### config.mk
export PLATFORM = sky130hd
export DESIGN_NAME = alu_pipe
export DESIGN_NICKNAME = d
export VERILOG_FILES = /design/src/rtl/alu_pkg.sv /design/src/rtl/alu_core.sv /design/src/rtl/alu_pipe.sv
export SDC_FILE = /design/constraint.sdc
export NUM_CORES = 1
export LEC_CHECK = 0
export CORE_MARGIN = 4
export CORE_UTILIZATION = 37
export DETAILED_ROUTE_END_ITERATION = 8
export GPL_ROUTABILITY_DRIVEN = 0
export MAX_ROUTING_LAYER = met4
export PLACE_DENSITY = 0.68
export SKIP_LAST_GASP = 1
export SLEW_MARGIN = 20
export SYNTH_ARGS = -nofsm -noshare
export SYNTH_HDL_FRONTEND = slang
export SYNTH_SLANG_ARGS = --single-unit
### constraint.sdc
create_clock -name clk -period 5.17 [get_ports clk]
set_clock_uncertainty 0.15 [all_clocks]
set_input_delay 0.7755 -clock clk [delete_from_list [all_inputs] [get_ports clk]]
set_output_delay 0.7755 -clock clk [all_outputs]
set_load 0.01 [all_outputs]
### src/rtl/alu_pkg.sv
// alu_pkg: opcode map and width-generic ALU evaluation shared by the pipeline
package alu_pkg;
  typedef enum logic [2:0] {OP_ADD, OP_SUB, OP_SLL, OP_SRL, OP_AND, OP_OR, OP_XOR, OP_EQ} alu_op_e;
  typedef struct packed {
    logic [63:0] res;
    logic        carry;
  } alu_res_t;
  // Operands are zero-extended to 64 bits; w is the live width (<= 64), shw the shift-amount width
  function automatic alu_res_t alu_eval(input logic [63:0] a, input logic [63:0] b, input alu_op_e op,
                                        input logic [6:0] w, input logic [6:0] shw);
    alu_res_t   r;
    logic [63:0] m;
    logic [63:0] am;
    logic [63:0] bm;
    logic [63:0] sh;
    logic [64:0] sum;
    m   = (w >= 7'd64) ? '1 : (64'd1 << w) - 64'd1;
    am  = a & m;
    bm  = b & m;
    sh  = b & ((64'd1 << shw) - 64'd1);
    sum = {1'b0, am} + {1'b0, bm};
    r.carry = 1'b0;
    unique case (op)
      OP_ADD: begin
        r.res   = sum[63:0] & m;
        r.carry = sum[w];
      end
      OP_SUB: begin
        r.res   = (am - bm) & m;
        r.carry = am < bm;
      end
      OP_SLL:  r.res = (am << sh) & m;
      OP_SRL:  r.res = am >> sh;
      OP_AND:  r.res = am & bm;
      OP_OR:   r.res = am | bm;
      OP_XOR:  r.res = am ^ bm;
      OP_EQ:   r.res = {63'd0, am == bm};
      default: r.res = '0;
    endcase
    return r;
  endfunction
endpackage

### src/rtl/alu_core.sv
// alu_core: combinational WIDTH-bit ALU; ALU_SAT_EN makes ADD/SUB saturate on carry/borrow
module alu_core
  import alu_pkg::*;
#(
  parameter int WIDTH = 8,
  parameter int SHW   = $clog2(WIDTH)
) (
  input  logic [WIDTH-1:0] a,
  input  logic [WIDTH-1:0] b,
  input  alu_op_e          op,
  output logic [WIDTH-1:0] res,
  output logic             carry
);
  alu_res_t r;
  logic     unused_hi;
  always_comb r = alu_eval(64'(a), 64'(b), op, 7'(WIDTH), 7'(SHW));
  assign unused_hi = ^r.res;
`ifdef ALU_SAT_EN
  assign res = (r.carry && op == OP_ADD) ? '1 : (r.carry && op == OP_SUB) ? '0 : r.res[WIDTH-1:0];
`else
  assign res = r.res[WIDTH-1:0];
`endif
  assign carry = r.carry;
endmodule

### src/rtl/alu_pipe.sv
// alu_pipe: 2-stage valid/ready ALU pipeline (S1 operand regs, S2 result regs); ALU_SAT_EN selects saturating ADD/SUB
module alu_pipe
  import alu_pkg::*;
#(
  parameter int WIDTH = 8,
  parameter int SHW   = $clog2(WIDTH)
) (
  input  logic             clk,
  input  logic             reset_n,
  input  logic [WIDTH-1:0] a_i,
  input  logic [WIDTH-1:0] b_i,
  input  alu_op_e          op_i,
  input  logic             in_valid_i,
  output logic             in_ready_o,
  output logic [WIDTH-1:0] alu_o,
  output logic             carry_o,
  output logic             zero_o,
  output logic             out_valid_o,
  input  logic             out_ready_i
);
  logic             s1_valid;
  logic             s2_valid;
  logic             s1_adv;
  logic             s2_adv;
  logic [WIDTH-1:0] s1_a;
  logic [WIDTH-1:0] s1_b;
  alu_op_e          s1_op;
  logic [WIDTH-1:0] res;
  logic             carry;
  assign s2_adv      = !s2_valid || out_ready_i;
  assign s1_adv      = s1_valid && s2_adv;
  assign in_ready_o  = !s1_valid || s2_adv;
  assign out_valid_o = s2_valid;
  alu_core #(.WIDTH(WIDTH), .SHW(SHW)) u_core (
    .a    (s1_a),
    .b    (s1_b),
    .op   (s1_op),
    .res  (res),
    .carry(carry)
  );
  // Operand registers need no reset: s1_valid gates their use
  always_ff @(posedge clk) begin
    if (in_valid_i && in_ready_o) begin
      s1_a  <= a_i;
      s1_b  <= b_i;
      s1_op <= op_i;
    end
  end
  always_ff @(posedge clk) begin
    if (!reset_n) begin
      s1_valid <= 1'b0;
      s2_valid <= 1'b0;
      alu_o    <= '0;
      carry_o  <= 1'b0;
      zero_o   <= 1'b0;
    end else begin
      if (in_ready_o) s1_valid <= in_valid_i;
      if (s2_adv) s2_valid <= s1_valid;
      if (s1_adv) begin
        alu_o   <= res;
        carry_o <= carry;
        zero_o  <= res == '0;
      end
    end
  end
endmodule

==> flow_summary.yaml, run 1 <==
run_status:
  status: "finished, final reports clean"
routing:
  dr.pass1.iters: 5
  via_count: 2490
  drc_errors: 0
  wl_per_cell_um: 16.14
  via_per_inst: 5.724
  wirelength_mm: 7.021
  drt_iter0_drc: 312
  postRouteAntennaNets: 0
sta:
  slew_headroom_pct: 42.65
  setup-violations-final: 0
  period_minus_slack_ns: 3.248
  grt_setup_unrepaired: "no"
  hold_violations: 0
  worst_pin_slew_ns: 0.8603
  max_freq_mhz: 307.9
  min_period_over_period_pct: 62.83
  layout_setup_ws_ns: 1.922
  setup_tns_ns: 0
  report.final.slew_viol_count: 0
cells_and_area:
  antenna_cells: 0
  nets: 385
  drive_gt1_share_pct: 6.845
  area_delta_synth_final_pct: 16.36
  stdcell_count: 435
  final_cell_area_sq_um: 3284
power:
  finalPower_mw: 0.6918
  p_per_area_nw_per_um2: 210.6
  irDropWorstVdd_v: 0.00009864
  p_leak_nw: 1.253
job:
  cap_violations: 0
critical_path:
  cp.required_ns: 5.23
  cpLargestDelayFamily: "compound AO/OA/AOI/OAI gates"
  crit_cells: 10
  crit_path_top_delay_cell: "edfxtp_1"
  r2r_cells: 10
  worst_setup_path_end_kind: "register"
  worstPathArrival_ns: 3.31
  timing.rr.start: "s1_b[0]"
  path_cells: "ha_1, inv_1, fa_1, nor2b_1, o31ai_1, o31ai_1, xnor2_1, a221oi_1, o211ai_1, o31ai_2"
  ff2ff_setup_slack_ns: 1.92
  critPathLaunchType: "register"
  max_stage_delay_ns: 0.90
  crit_end: "zero_o"
  r2r_end: "zero_o"
  critPathKind: "reg2reg"
  critical_path_buf_inv_count: 1
  crit_fanout: 20
  cp-startpoint: "s1_b[0]"
  crit_path_frequent_cell: "o31ai_1"
synthesis:
  synth_xor_area_share_pct: 1.862
  synth-simple-area-share_pct: 19.28
  synth_top_area_cell: "edfxtp_1"
  synth_edf_count: 19
  seq_area_frac_synth_pct: 28.72
  netlist_instances: 312
  muxShareOfSynthArea_pct: 8.910
  synth_compound_area_share_pct: 22.03
  synth_fa_ha_area_share_pct: 12.50
  synth-seq-cells: 31
  synth_area_sq_um: 2823
  yosysMostFrequentCell: "ha_1"
  ys.flop_type: "edfxtp_1"
  syn_avg_cell_area_sq_um: 9.047
  ys_types: 64
  synth.cells.most_frequent: "ha_1 (25), inv_1 (24), nand2_1 (21), nor2_1 (21), edfxtp_1 (19)"
  synth_top_family_by_area: "compound AO/OA/AOI/OAI gates"
  synth_area_leaders: "edfxtp_1 (20%), ha_1 (11%), dfxtp_1 (8.5%)"
  async_reset_ff_share_pct: 0
  ys_warn_count: 0
  synth_top_area_share_pct: 20.21
  synth_nets: 362
global_routing:
  grt_max_degree: 24
  first_global_vias: 2219
  grt_usage_pct: 16.38
  grt_pass1_wl_mm: 11.28
  overflow: 0
  antenna_found_initial: 0
clock_network:
  clockBufferDepth: 2
  cts_made_buffers: 5
  cts_tree: "done"
  cts_resized: 0
  htreeDepth: 2
  cts_setup_buffers: 0
  clock_latency_ns: 0.28
  cts_hold_buffers: 0
  clock-sinks: 31
  path_clk_slew_ns: 0.07
  root_buffer: "clkbuf_8"
die:
  die_width_um: 95.35
  dieArea_sq_um: 9091
  rows: 31
  pin_count: 35
  start_util_pct: 38.50
  coreArea_sq_um: 7331
  dieHeight_um: 95.35
place:
  hpwl_mm: 5.299
  dp.cells: 427
  placed_area_sq_um: 3203
  dp_slack_ns: 1.958
  io_buffers: 34
min_path:
  hold_path_class: "reg2reg"
  hp-start: "alu_o[2]"
[metal layers]
metal  track usage (%)  share of wire, %  vias up
met4             3.606               1.3        0
met5                 -                 0        -
met2             25.42                46      138
li1                  -                 -     1193
met3             3.078               8.9       11
met1             22.24                44     1148
[how the worst min path moves through the flow]
| stage | slack [ns] | cells past startpoint | end |
|---|---|---|---|
| CTS | 0.31 | 2 | alu_o[6] |
| finish | 0.30 | 2 | alu_o[2] |
| detailed placement | 0.30 | 2 | alu_o[3] |
| floorplan | 0.33 | 2 | carry_o |
| global placement | 0.29 | 2 | alu_o[3] |
| global route | 0.32 | 2 | alu_o[7] |
[layout make-up]
cell class                      instances  area [sq um]
Clock buffer                            7         76.32
Clock inverter                          1         5.005
Fill cell                             722          4046
Inverter                               26         97.59
Multi-Input combinational cell        236          1823
Sequential cell                        31         810.8
Tap cell                               99         123.9
Timing Repair Buffer                   35         347.8
[worst reg2reg max path, cell delays in order (launching register included)]
cell	delay (ns)
edfxtp_1	0.90
ha_1	0.30
inv_1	0.06
fa_1	0.38
nor2b_1	0.16
o31ai_1	0.30
o31ai_1	0.14
xnor2_1	0.14
a221oi_1	0.31
o211ai_1	0.16
o31ai_2	0.18
[metrics by stage]
stage	hold WS, ns	util (%)
after floorplan	0.3262	-
after global placement	0.2926	43.69
after detailed placement	0.2982	43.69
after CTS	0.3079	44.80
after global routing	0.3201	44.80
final	0.3044	44.80
[cell families after synthesis]
logic type,count (synthesis)
flops,31
fa+ha+maj,27
buf+inv,45
mux,16
xor+xnor,6
simple gates,102
compound gates,85
[layout by cell type (no fill, tap or decap), types with 7 or more instances in the layout]
master	count
a211oi_1	7
ha_1	25
dfxtp_1	12
o21ai_0	8
clkdlybuf4s50_1	34
nor2_1	21
nor2b_1	10
a21oi_1	17
inv_1	24
mux4_2	7
edfxtp_1	19
nand2_1	21
nand2b_1	7
[sequential cells by signal, indices dropped and copies added, names as in the netlist]
name and cells:
zero_o 1, s1_a 8, s1_b 8, s1_op 3
alu_o 8, s1_valid 1, out_valid_o 1, carry_o 1
[where the power goes]
| group | internal (mW) | total, mW | switching, mW |
|---|---|---|---|
| combinational | 0.0953 | 0.201 | 0.105 |
| clock | 0.0944 | 0.186 | 0.0913 |
| sequential | 0.278 | 0.305 | 0.0272 |
Note: power is estimated with default switching activity, not from simulation.
==> run 2, diff against run 1 <==
--- a/config.mk
+++ b/config.mk
@@ -10,7 +10,7 @@
 export DETAILED_ROUTE_END_ITERATION = 8
 export GPL_ROUTABILITY_DRIVEN = 0
 export MAX_ROUTING_LAYER = met4
-export PLACE_DENSITY = 0.68
+export PLACE_DENSITY = 0.7
 export SKIP_LAST_GASP = 1
 export SLEW_MARGIN = 20
 export SYNTH_ARGS = -nofsm -noshare
==> constraint.sdc (replaced) <==
create_clock -name clk -period 2.7 [get_ports clk]
set_clock_uncertainty 0.15 [all_clocks]
set_input_delay 0.405 -clock clk [delete_from_list [all_inputs] [get_ports clk]]
set_output_delay 0.405 -clock clk [all_outputs]
set_load 0.01 [all_outputs]
==> run 2 against run 1 <==
Via count increased by 6.7%. Register-to-register slack got worse by 1.9 ns. Maximum frequency grew 20%. Total power increased by 110%. Cell count increased by 5.3%. Sequential power grew 83%. Critical path depth fell by 1. Final area grew 9.5%. Hold slack gained 0.0010 ns.
==> flow_summary.yaml, run 2 (same netlist as run 1, synthesis figures left out) <==
run_status:
  status: "finished, final reports clean"
global_routing:
  grt_max_degree: 23
  first_global_vias: 2439
  grt_pass1_wl_mm: 11.90
  antenna_found_initial: 0
  grt_usage_pct: 17.39
  overflow: 0
cells_and_area:
  regArea_sq_um: 810.8
  final_cell_area_sq_um: 3596
  antenna_cells: 0
  stdcell_count: 458
  drive_gt1_share_pct: 17.83
  area_delta_synth_final_pct: 27.39
  multi_input_comb_area_sq_um: 1916
  final_common_cell: "clkdlybuf4s50_1"
  final_cell_mix: "clkdlybuf4s50_1 (34), inv_1 (22), ha_1 (22), buf_4 (22)"
  reg_top3: "alu_o: 8 flops, s1_a: 8 flops, s1_b: 8 flops"
  nets: 408
  finalCoreUtilization_pct: 49.05
  fill_cells: 664
die:
  die_width_um: 95.35
  coreArea_sq_um: 7331
  pin_count: 35
  rows: 31
  start_util_pct: 38.50
  dieArea_sq_um: 9091
  dieHeight_um: 95.35
place:
  io_buffers: 34
  hpwl_mm: 5.705
  placed_area_sq_um: 3378
  dp.cells: 447
critical_path:
  worst_setup_path_end_kind: "register"
  cpLargestDelayFamily: "compound AO/OA/AOI/OAI gates"
  worstPathArrival_ns: 2.76
  critPathKind: "reg2reg"
  crit_fanout: 10
  path_cells: "buf_4, ha_1, a211o_1, o21ai_0, xor2_1, a22oi_1, a2111oi_4, o211ai_1, o31ai_2"
  ff2ff_setup_slack_ns: 0.0004
  cp.required_ns: 2.76
  max_stage_delay_ns: 0.46
  r2r_end: "zero_o"
  critical_path_buf_inv_count: 1
  critPathLaunchType: "register"
  crit_path_top_delay_cell: "edfxtp_1"
  r2r_cells: 9
  timing.rr.start: "s1_a[1]"
clock_network:
  clock_latency_ns: 0.30
  path_clk_slew_ns: 0.07
  clock-sinks: 31
  clockBufferDepth: 2
  cts_tree: "done"
  cts_made_buffers: 5
  root_buffer: "clkbuf_8"
  htreeDepth: 2
min_path:
  hold-path-endpoint: "alu_o[3]"
  whs_path_depth: 2
  hp-start: "alu_o[3]"
  hold_path_class: "reg2reg"
sta:
  hold_violations: 0
  period_minus_slack_ns: 2.700
  grt_setup_unrepaired: "yes"
  slew_headroom_pct: 42.46
  setup-violations-final: 0
  min_period_over_period_pct: 99.99
  report.final.slew_viol_count: 0
  hold_ws_ns: 0.3054
  max_freq_mhz: 370.4
  worst_pin_slew_ns: 0.8632
routing:
  drc_errors: 0
  wl_per_cell_um: 16.41
  via_per_inst: 5.803
  drt_iter0_drc: 246
  dr.pass1.iters: 5
  postRouteAntennaNets: 0
  via_count: 2658
  wirelength_mm: 7.516
power:
  p_per_area_nw_per_um2: 405.0
  p_leak_nw: 1.403
  irDropWorstVdd_v: 0.0001950
  finalPower_mw: 1.456
job:
  cap_violations: 0
[run 2: cell count changes in the layout (fill, tap and decap cells not counted), moves of 2 or more]
cell and change:
buf_4 +21, ha_1 -3, buf_12 +2, clkbuf_1 -2, clkbuf_8 +2, ha_4 +2, inv_1 -2, inv_2 +2
o31ai_1 -2
[run 2: repair_timing]
item,in CTS,in global routing
resized for setup,2,18
setup buffers,0,3
gates cloned,0,0
endpoints found under the setup margin,1,4
hold buffers,0,0
pin swaps,0,14
[run 2: worst reg2reg max path, delay by kind of cell, from the launching register on]
kind / cells / cell delay, ns
fa+ha+maj: 1 / 0.24
flops: 1 / 0.46
xor+xnor: 1 / 0.18
compound gates: 6 / 1.37
buf+inv: 1 / 0.21
[run 2: cell type report]
cell class | count | share of cell area (%)
Clock buffer | 7 | 2.679
Clock inverter | 1 | 0.1740
Inverter | 26 | 2.714
Multi-Input combinational cell | 236 | 53.27
Sequential cell | 31 | 22.55
Tap cell | 99 | 3.445
Timing Repair Buffer | 58 | 15.17
[run 2: how the worst max path moves through the flow]
stage / start / end / slack [ns] / depth (start not counted)
final: s1_a[1] / zero_o / 0.0004 / 9
after CTS: s1_a[0] / zero_o / 0.05 / 11
after floorplan: s1_b[1] / zero_o / 0.07 / 10
after global placement: s1_a[0] / zero_o / 0.09 / 11
after detailed placement: s1_a[0] / zero_o / -0.08 / 11
after global routing: s1_a[0] / zero_o / -0.12 / 11
[run 2: where the power goes]
part | total, mW | internal, mW | switching (mW)
combinational | 0.479 | 0.226 | 0.253
sequential | 0.558 | 0.532 | 0.0256
clock | 0.419 | 0.232 | 0.187
total | 1.46 | 0.990 | 0.466
[run 2: metal layers]
layer  routed length (um)  vias up  track usage [%]  share of wire, %
met4                  191        0            7.572               2.5
li1                     -     1246                -                 -
met2                 3462      131            26.59                46
met1                 3276     1257            22.67                44
met3                  585       24            2.841               7.8
met5                    0        -                -                 0
[run 2: metrics by stage]
| stage | TNS (ns) | worst slack, ns |
|---|---|---|
| finish | 0 | 0.0003895 |
| detailed placement | -0.08435 | -0.08435 |
| global route | -0.1351 | -0.1201 |
| floorplan | 0 | 0.06801 |
| global placement | 0 | 0.09419 |
| CTS | 0 | 0.04620 |
==> run 3, diff against run 2 <==
--- a/config.mk
+++ b/config.mk
@@ -5,7 +5,7 @@
 export SDC_FILE = /design/constraint.sdc
 export NUM_CORES = 1
 export LEC_CHECK = 0
-export CORE_MARGIN = 4
+export CORE_MARGIN = 2
 export CORE_UTILIZATION = 37
 export DETAILED_ROUTE_END_ITERATION = 8
 export GPL_ROUTABILITY_DRIVEN = 0
==> run 3 against run 2 <==
Critical path depth did not move. Global-route usage grew 1.6 points. Via count down 1.8%. Worst setup slack improved by 0.14 ns. Cell count grew 0.87%. Sequential power barely moved. Wire length rose by 0.94%. Final area up 0.17%. Non-clock buffer count grew 4. Combinational power increased by 1%. Maximum frequency rose by 5.3%. Die area fell by 8.2%. Critical endpoint unchanged. Largest cell class unchanged. Largest power group unchanged.
==> flow_summary.yaml, run 3 (same netlist as run 1, synthesis figures left out) <==
run_status:
  status: "finished, final reports clean"
clock_network:
  cts_tree: "done"
  htreeDepth: 2
  path_clk_slew_ns: 0.07
  root_buffer: "clkbuf_8"
  cts_made_buffers: 5
  clockBufferDepth: 2
  cts_hold_buffers: 0
  clock_latency_ns: 0.29
  clock-sinks: 31
sta:
  setup-violations-final: 0
  slew_headroom_pct: 42.66
  period_minus_slack_ns: 2.564
  hold_violations: 0
  report.final.slew_viol_count: 0
  worst_pin_slew_ns: 0.8601
  layout_setup_ws_ns: 0.1362
  min_period_over_period_pct: 94.96
  setup_tns_ns: 0
  hold_ws_ns: 0.3050
  max_freq_mhz: 390.0
routing:
  wl_per_cell_um: 16.42
  dr.pass1.iters: 5
  drc_errors: 0
  wirelength_mm: 7.587
  via_count: 2610
  via_per_inst: 5.649
  drt_iter0_drc: 238
  postRouteAntennaNets: 0
global_routing:
  use_met1_pct: 25.12
  grt_pass1_wl_mm: 12.32
  grt_max_degree: 23
  met2_usage_pct: 28.89
  overflow: 0
  first_global_vias: 2465
  grt_usage_pct: 19.01
  grt_most_used_layer: "met2"
  use_met3_pct: 4.232
  antenna_found_initial: 0
cells_and_area:
  reg_top3: "alu_o: 8 flops, s1_a: 8 flops, s1_b: 8 flops"
  regArea_sq_um: 810.8
  antenna_cells: 0
  final_cell_mix: "clkdlybuf4s50_1 (34), buf_4 (25), inv_1 (23), ha_1 (23), nor2_1 (21)"
  final_cell_area_sq_um: 3602
  area_delta_synth_final_pct: 27.62
  drive_gt1_share_pct: 18.18
  nets: 412
  multi_input_comb_area_sq_um: 1899
  fill_cells: 649
  finalCoreUtilization_pct: 49.14
  final_common_cell: "clkdlybuf4s50_1"
  stdcell_count: 462
power:
  finalPower_mw: 1.441
  irDropWorstVdd_v: 0.0002734
  p_leak_nw: 1.416
  p_per_area_nw_per_um2: 400.1
job:
  cap_violations: 0
die:
  dieArea_sq_um: 8344
  pin_count: 35
  rows: 31
  die_width_um: 91.35
  dieHeight_um: 91.35
  start_util_pct: 38.50
  coreArea_sq_um: 7331
critical_path:
  critPathLaunchType: "register"
  worstPathArrival_ns: 2.63
  critPathKind: "reg2reg"
  crit_fanout: 9
  ff2ff_setup_slack_ns: 0.14
  worst_setup_path_end_kind: "register"
  cp.required_ns: 2.76
  r2r_cells: 9
  timing.rr.start: "s1_a[1]"
  r2r_end: "zero_o"
min_path:
  whs_path_depth: 2
  hold-path-endpoint: "alu_o[7]"
  hold_path_class: "reg2reg"
  hp-start: "alu_o[7]"
place:
  io_buffers: 34
  hpwl_mm: 5.576
  dp_slack_ns: 0.009382
  dp.cells: 449
  placed_area_sq_um: 3381
-- run 3: layout make-up --
type                       count  share of cell area, %
clock buffer                   7                  2.397
sequential                    31                  22.51
timing repair buffer          62                  16.08
multi-input combinational    236                  52.73
tap                           99                  3.439
inverter                      26                  2.709
clock inverter                 1                 0.1389
-- run 3: worst max-delay path by stage --
stage / startpoint / to / slack [ns] / cells after the start
after floorplan: s1_b[1] / zero_o / 0.07 / 10
after global placement: s1_a[0] / zero_o / 0.1 / 11
after detailed placement: s1_a[0] / zero_o / 0.009 / 11
after CTS: s1_a[0] / alu_o[6] / 0.06 / 11
after global routing: s1_a[0] / zero_o / -0.02 / 11
final: s1_a[1] / zero_o / 0.14 / 9
-- run 3: routing by layer --
layer  routed length, um  vias up
met5                   0        -
met4                 139        0
li1                    -     1253
met3                 534       15
met2                3487      140
met1                3425     1202
-- run 3: what timing repair did --
item | in CTS | in global routing
gates resized for setup | 1 | 19
pin swaps | 0 | 6
setup endpoints to repair | 1 | 4
hold endpoints to repair | 0 | 0
setup buffers | 0 | 5
-- run 3: critical path, cell delays in order (launching register included) --
cell and delay, ns:
edfxtp_1 0.48, buf_6 0.19, ha_1 0.22, a211o_1 0.32, o21ai_0 0.11, xor2_1 0.16, a22oi_1 0.13, a2111oi_4 0.38
o211ai_1 0.15, o31ai_2 0.18
-- run 3: where the power goes --
part / internal [mW] / total [mW] / switching [mW]
logic: 0.231 / 0.484 / 0.253
registers: 0.532 / 0.558 / 0.0263
clock network: 0.206 / 0.399 / 0.193
